File: config.mk
export PLATFORM = sky130hd
export DESIGN_NAME = div_unit
export DESIGN_NICKNAME = d
export VERILOG_FILES = /design/src/rtl/div_unit.sv
export SDC_FILE = /design/constraint.sdc
export NUM_CORES = 1
export LEC_CHECK = 0
export CAP_MARGIN = 10
export CORE_MARGIN = 2
export CORE_UTILIZATION = 61
export CTS_CLUSTER_DIAMETER = 40
export CTS_CLUSTER_SIZE = 16
export DETAILED_ROUTE_END_ITERATION = 8
export PLACE_DENSITY = 0.8
export SYNTH_ARGS = -nofsm -noshare
export SYNTH_HDL_FRONTEND = slang
export SYNTH_SLANG_ARGS = --single-unit
File: constraint.sdc
create_clock -name clk -period 11.6 [get_ports clk]
set_clock_uncertainty 0.15 [all_clocks]
set_input_delay 2.9 -clock clk [delete_from_list [all_inputs] [get_ports clk]]
set_output_delay 2.9 -clock clk [all_outputs]
set_load 0.02 [all_outputs]
File: src/rtl/div_unit.sv
`default_nettype none
// ============================================================================
// Module   : div_unit
// Purpose  : Multi-cycle RV32M divider (DIV, DIVU, REM, REMU) built on a
//            radix-2 restoring algorithm, one quotient bit per cycle. Sits
//            beside EX and owns a register-file write port.
// Revision : 1.0 - initial release
// ----------------------------------------------------------------------------
// Ports
//   clk          in   clock
//   rst_n        in   synchronous active-low reset
//   start_i      in   launch request, sampled only in IDLE
//   op_i         in   00=DIV 01=DIVU 10=REM 11=REMU
//   dividend_i   in   rs1 value
//   divisor_i    in   rs2 value
//   rd_i         in   destination register address
//   kill_i       in   pipeline flush, aborts the current operation
//   busy_o       out  high whenever the unit is not IDLE
//   ready_o      out  one-cycle pulse in DONE unless killed
//   reg_we_o     out  register write enable (never for x0)
//   reg_waddr_o  out  register write address
//   reg_wdata_o  out  register write data (quotient or remainder)
// ============================================================================
module div_unit #(
  parameter int XLEN = 32,
  parameter int ITER = XLEN
) (
  input  logic            clk,
  input  logic            rst_n,
  input  logic            start_i,
  input  logic [1:0]      op_i,
  input  logic [XLEN-1:0] dividend_i,
  input  logic [XLEN-1:0] divisor_i,
  input  logic [4:0]      rd_i,
  input  logic            kill_i,
  output logic            busy_o,
  output logic            ready_o,
  output logic            reg_we_o,
  output logic [4:0]      reg_waddr_o,
  output logic [XLEN-1:0] reg_wdata_o
);

  localparam int              CNT_W    = $clog2(XLEN);
  localparam logic [CNT_W-1:0] C_LAST  = CNT_W'(ITER - 1);
  localparam logic [XLEN-1:0] C_MIN_NEG = {1'b1, {(XLEN-1){1'b0}}};

  typedef enum logic [1:0] {
    S_IDLE = 2'd0,
    S_CALC = 2'd1,
    S_DONE = 2'd2
  } state_e;

  state_e            state_q, state_d;
  logic [CNT_W-1:0]  cnt_q, cnt_d;
  logic [XLEN-1:0]   rem_q, rem_d;
  logic [XLEN-1:0]   quo_q, quo_d;
  logic [XLEN-1:0]   dvs_q, dvs_d;
  logic              is_rem_q, is_rem_d;
  logic              neg_quo_q, neg_quo_d;
  logic              neg_rem_q, neg_rem_d;
  logic [4:0]        rd_q, rd_d;
  logic [4:0]        waddr_q, waddr_d;
  logic [XLEN-1:0]   wdata_q, wdata_d;

  // Launch-time operand decode
  logic            w_signed;
  logic            w_a_neg;
  logic            w_b_neg;
  logic [XLEN-1:0] w_a_abs;
  logic [XLEN-1:0] w_b_abs;
  logic            w_div_zero;
  logic            w_ovf;

  assign w_signed   = ~op_i[0];
  assign w_a_neg    = w_signed & dividend_i[XLEN-1];
  assign w_b_neg    = w_signed & divisor_i[XLEN-1];
  assign w_a_abs    = w_a_neg ? (~dividend_i + 1'b1) : dividend_i;
  assign w_b_abs    = w_b_neg ? (~divisor_i + 1'b1) : divisor_i;
  assign w_div_zero = (divisor_i == '0);
  assign w_ovf      = w_signed & (dividend_i == C_MIN_NEG) & (divisor_i == '1);

  // One restoring step: the shifted partial remainder is XLEN+1 bits wide so
  // the borrow of the trial subtract is the comparison result.
  logic [XLEN:0]   w_shift;
  logic [XLEN:0]   w_diff;
  logic            w_ge;
  logic [XLEN-1:0] w_rem_nxt;
  logic [XLEN-1:0] w_quo_nxt;
  logic [XLEN-1:0] w_quo_fix;
  logic [XLEN-1:0] w_rem_fix;

  assign w_shift   = {rem_q, quo_q[XLEN-1]};
  assign w_diff    = w_shift - {1'b0, dvs_q};
  assign w_ge      = ~w_diff[XLEN];
  assign w_rem_nxt = w_ge ? w_diff[XLEN-1:0] : w_shift[XLEN-1:0];
  assign w_quo_nxt = {quo_q[XLEN-2:0], w_ge};
  assign w_quo_fix = neg_quo_q ? (~w_quo_nxt + 1'b1) : w_quo_nxt;
  assign w_rem_fix = neg_rem_q ? (~w_rem_nxt + 1'b1) : w_rem_nxt;

  always_ff @(posedge clk) begin
    if (!rst_n) begin
      state_q   <= S_IDLE;
      cnt_q     <= '0;
      rem_q     <= '0;
      quo_q     <= '0;
      dvs_q     <= '0;
      is_rem_q  <= 1'b0;
      neg_quo_q <= 1'b0;
      neg_rem_q <= 1'b0;
      rd_q      <= '0;
      waddr_q   <= '0;
      wdata_q   <= '0;
    end else begin
      state_q   <= state_d;
      cnt_q     <= cnt_d;
      rem_q     <= rem_d;
      quo_q     <= quo_d;
      dvs_q     <= dvs_d;
      is_rem_q  <= is_rem_d;
      neg_quo_q <= neg_quo_d;
      neg_rem_q <= neg_rem_d;
      rd_q      <= rd_d;
      waddr_q   <= waddr_d;
      wdata_q   <= wdata_d;
    end
  end

  always_comb begin
    state_d   = state_q;
    cnt_d     = cnt_q;
    rem_d     = rem_q;
    quo_d     = quo_q;
    dvs_d     = dvs_q;
    is_rem_d  = is_rem_q;
    neg_quo_d = neg_quo_q;
    neg_rem_d = neg_rem_q;
    rd_d      = rd_q;
    waddr_d   = waddr_q;
    wdata_d   = wdata_q;

    case (state_q)
      S_IDLE: begin
        // A flush in the launch cycle wins over the start request.
        if (start_i && !kill_i) begin
          is_rem_d  = op_i[1];
          rd_d      = rd_i;
          neg_quo_d = w_a_neg ^ w_b_neg;
          neg_rem_d = w_a_neg;
          if (w_div_zero) begin
            wdata_d = op_i[1] ? dividend_i : '1;
            waddr_d = rd_i;
            state_d = S_DONE;
          end else if (w_ovf) begin
            wdata_d = op_i[1] ? '0 : C_MIN_NEG;
            waddr_d = rd_i;
            state_d = S_DONE;
          end else begin
            cnt_d   = '0;
            rem_d   = '0;
            quo_d   = w_a_abs;
            dvs_d   = w_b_abs;
            state_d = S_CALC;
          end
        end
      end
      S_CALC: begin
        if (kill_i) begin
          state_d = S_IDLE;
        end else begin
          rem_d = w_rem_nxt;
          quo_d = w_quo_nxt;
          cnt_d = cnt_q + 1'b1;
          if (cnt_q == C_LAST) begin
            // Sign fix-up is folded into the final iteration so the result
            // register is already correct in the DONE cycle.
            wdata_d = is_rem_q ? w_rem_fix : w_quo_fix;
            waddr_d = rd_q;
            state_d = S_DONE;
          end
        end
      end
      S_DONE: begin
        state_d = S_IDLE;
      end
      default: begin
        state_d = S_IDLE;
      end
    endcase
  end

  assign busy_o      = (state_q != S_IDLE);
  assign ready_o     = (state_q == S_DONE) && !kill_i;
  assign reg_we_o    = (state_q == S_DONE) && !kill_i && (rd_q != 5'd0);
  assign reg_waddr_o = waddr_q;
  assign reg_wdata_o = wdata_q;

endmodule
`default_nettype wire

==> results.py <==
metrics = {
    "timing": {
        "period_share_pct": 64.1,
        "period_needed_ns": 7.43,
        "drv_slew": 0,
        "setup_tns_ns": 0,
        "relSlewSlack_pct": 23.1,
        "rsz0062_at_grt": "false",
        "worstMarginPinSlew_ns": 1.15,
        "hold_viol_final": 0,
        "fmax_mhz": 135,
        "setup-violations-final": 0,
        "setup_ws_ns": 4.17,
    },
    "logic_synthesis": {
        "ys_warn_count": 0,
        "synth.cell_area_um2": 11700,
        "synth_xor_area_share_pct": 10.0,
        "synth-edff-count": 0,
        "synth_fa_ha_area_share_pct": 4.33,
        "syn_nets": 1744,
        "syn-mean-instance-area_um2": 7.20,
        "synth_compound_area_share_pct": 29.8,
        "async_reset_ff_share_pct": 0,
        "ys_seq_elements": 148,
        "synth_flop_cell": "dfxtp_1",
        "synth_top_family_by_area": "compound AO/OA/AOI/OAI gates",
        "yosys-mux-area-fraction_pct": 3.22,
        "synth_simple_gate_area_share_pct": 21.5,
        "ys_seq_area_share_pct": 25.2,
        "synthDistinctLibCells": 81,
        "synthCells": 1629,
    },
    "floorplan": {
        "initial_utilization_pct": 62.5,
        "core_area_um2": 18800,
        "placementRows": 50,
        "die-width_um": 143,
        "io_pins": 115,
        "die_area_um2": 20400,
        "dieHeight_um": 143,
    },
    "drt": {
        "routed_wl_um": 37600,
        "vias": 12600,
        "drc_errors": 0,
        "wl_per_cell_um": 19.6,
        "drt_pass1_iterations": 7,
        "drt.antenna.violating_nets": 0,
        "viasPerCell": 6.59,
        "drt_iter0_drc": 1276,
    },
    "power": {
        "ir_drop_v": 0.0000975,
        "p_seq_share_pct": 35.7,
        "power.density_nw_per_um2": 114,
        "total_leakage_power_nw": 4.96,
        "p_sw_w": 0.000514,
        "intPower_w": 0.00103,
        "combPwrFrac_pct": 25.3,
        "power.share.clock_pct": 38.9,
        "swShare_pct": 33.3,
        "power.total_w": 0.00154,
    },
    "run": {
        "cap_violations": 0,
    },
    "setup_path": {
        "crit_arrival_ns": 4.38,
        "critPathRequiredTime_ns": 8.55,
        "path_class": "in -> out",
        "path_max_fanout": 4,
        "critical_path.startpoint_type": "primary input",
        "reg2reg_depth": 21,
        "crit_path_end_kind": "primary output",
    },
    "cells_and_area": {
        "n_antenna_cell": 0,
        "mostFrequentLayoutCell": "nor2_1",
        "nets": 1782,
        "layout-drive-gt1-share_pct": 4.46,
        "final_cell_mix": "nor2_1 (252), a21oi_1 (169), dfxtp_1 (148), clkdlybuf4s50_1 (114)",
        "fin_area_um2": 13500,
        "postLayoutCoreUtil_pct": 71.9,
        "area_delta_synth_final_pct": 14.9,
    },
    "clock_tree": {
        "root_buffer": "clkbuf_16",
        "ctsResizeCount": 0,
        "cts_hold_buf": 0,
        "h-tree-depth": 4,
        "clk_pin_slew_ns": 0.06,
        "cts_made_buffers": 17,
        "post_cts_buffers": 0,
        "cts_tree": "done",
        "clockBufferDepth": 2,
        "cts_sinks": 148,
        "clk_latency_ns": 0.44,
    },
    "place": {
        "io_buffers": 114,
        "dpl.hpwl_um": 26900,
        "pre_cts_slack_ns": 4.17,
        "place_area_um2": 12900,
        "gp_congestion": 0.926,
    },
    "global_routing": {
        "grt-ovfl-total": 0,
        "grt_pass1_vias": 11800,
        "grt_usage_pct": 36.7,
        "grt_pass1_wl_um": 59800,
        "antenna_found_initial": 0,
        "grt_max_degree": 102,
    },
    "outcome": {
        "status": "completed",
    },
    "hold_path": {
        "hold_path_depth": 2,
        "hold_path_class": "reg -> reg",
    },
}
[registers in the layout (all words and copies together), names as in the netlist]
name / count
neg_rem_q: 1
reg_waddr_o: 5
rd_q: 5
state_q: 2
quo_q: 32
reg_wdata_o: 32
dvs_q: 32
cnt_q: 5
rem_q: 32
neg_quo_q: 1
is_rem_q: 1
[through the flow]
step,cells,hold slack (ns)
2_1_floorplan,1629,0.294
3_3_place_gp,1882,0.292
3_5_place_dp,1882,0.298
4_1_cts,1914,0.317
5_1_grt,1914,0.334
6_report,1914,0.316
[area by class of cell]
class,instances,area [µm²]
Sequential cell,148,2960
Clock buffer,20,457
Multi-Input combinational cell,1306,8120
Tap cell,234,293
Clock inverter,12,168
Timing Repair Buffer,127,1240
Inverter,67,253
Fill cell,1569,5280
[worst max-delay path, cell delays in order]
cell             delay [ns]
clkdlybuf4s50_1        0.46
nor3b_1                0.27
o21a_1                 0.16
clkdlybuf4s50_1        0.59
[cell usage after synthesis, types with 14 or more instances]
| cell | instances | area share [%] |
|---|---|---|
| o21ai_0 | 112 | 4.8 |
| ha_1 | 39 | 4.2 |
| o31ai_1 | 21 | 1.3 |
| nand2b_1 | 17 | 0.91 |
| clkbuf_1 | 90 | 2.9 |
| a31oi_1 | 19 | 1.0 |
| mux2i_1 | 31 | 2.6 |
| a21oi_1 | 169 | 7.2 |
| nor2_1 | 252 | 8.1 |
| xor2_1 | 46 | 3.4 |
| nor4_1 | 15 | 0.80 |
| a21o_1 | 19 | 1.2 |
| o211ai_1 | 17 | 1.1 |
| nand2_1 | 111 | 3.6 |
| nor3_1 | 31 | 1.3 |
| or3_1 | 21 | 1.1 |
| nand4_1 | 24 | 1.3 |
| xnor2_1 | 88 | 6.6 |
| a211oi_1 | 69 | 4.4 |
| dfxtp_1 | 148 | 25 |
| o21a_1 | 14 | 0.90 |
| inv_1 | 65 | 2.1 |
| nand3_1 | 24 | 1.0 |
[worst paths after layout]
| path | startpoint | end | slack [ns] |
|---|---|---|---|
| max | kill_i | reg_we_o | 4.17 |
| min | reg_wdata_o[24] | reg_wdata_o[24] | 0.32 |
| max reg2reg | quo_q[31] | reg_wdata_o[30] | 5.24 |
| min reg2reg | reg_wdata_o[24] | reg_wdata_o[24] | 0.32 |
[cell families after synthesis]
kind of cell               after synthesis
and+or+nand+nor                        550
AOI/OAI and AO/OA                      545
buffers and inverters                  175
DFF                                    148
xor gates and xnor gates               134
adders and majority gates               40
muxes                                   37
[metal layers]
layer / vias up / wire, µm / track usage (%)
li1: 5967 / - / -
met2: 675 / 17200 / 59.6
met5: - / 0 / 0
met3: 107 / 3510 / 6.71
met1: 5865 / 15600 / 48.2
met4: 0 / 1270 / 15.0
[power by group through the flow]
stage          sequential [W]  clock [W]  combinational, W
2_1_floorplan        0.000552          0          0.000273
3_3_place_gp         0.000560          0          0.000371
3_5_place_dp         0.000561          0          0.000377
4_1_cts              0.000550   0.000599          0.000381
5_1_grt              0.000553   0.000618          0.000426
6_report             0.000551   0.000601          0.000391
No activity file was read; power rests on OpenSTA's default activity.
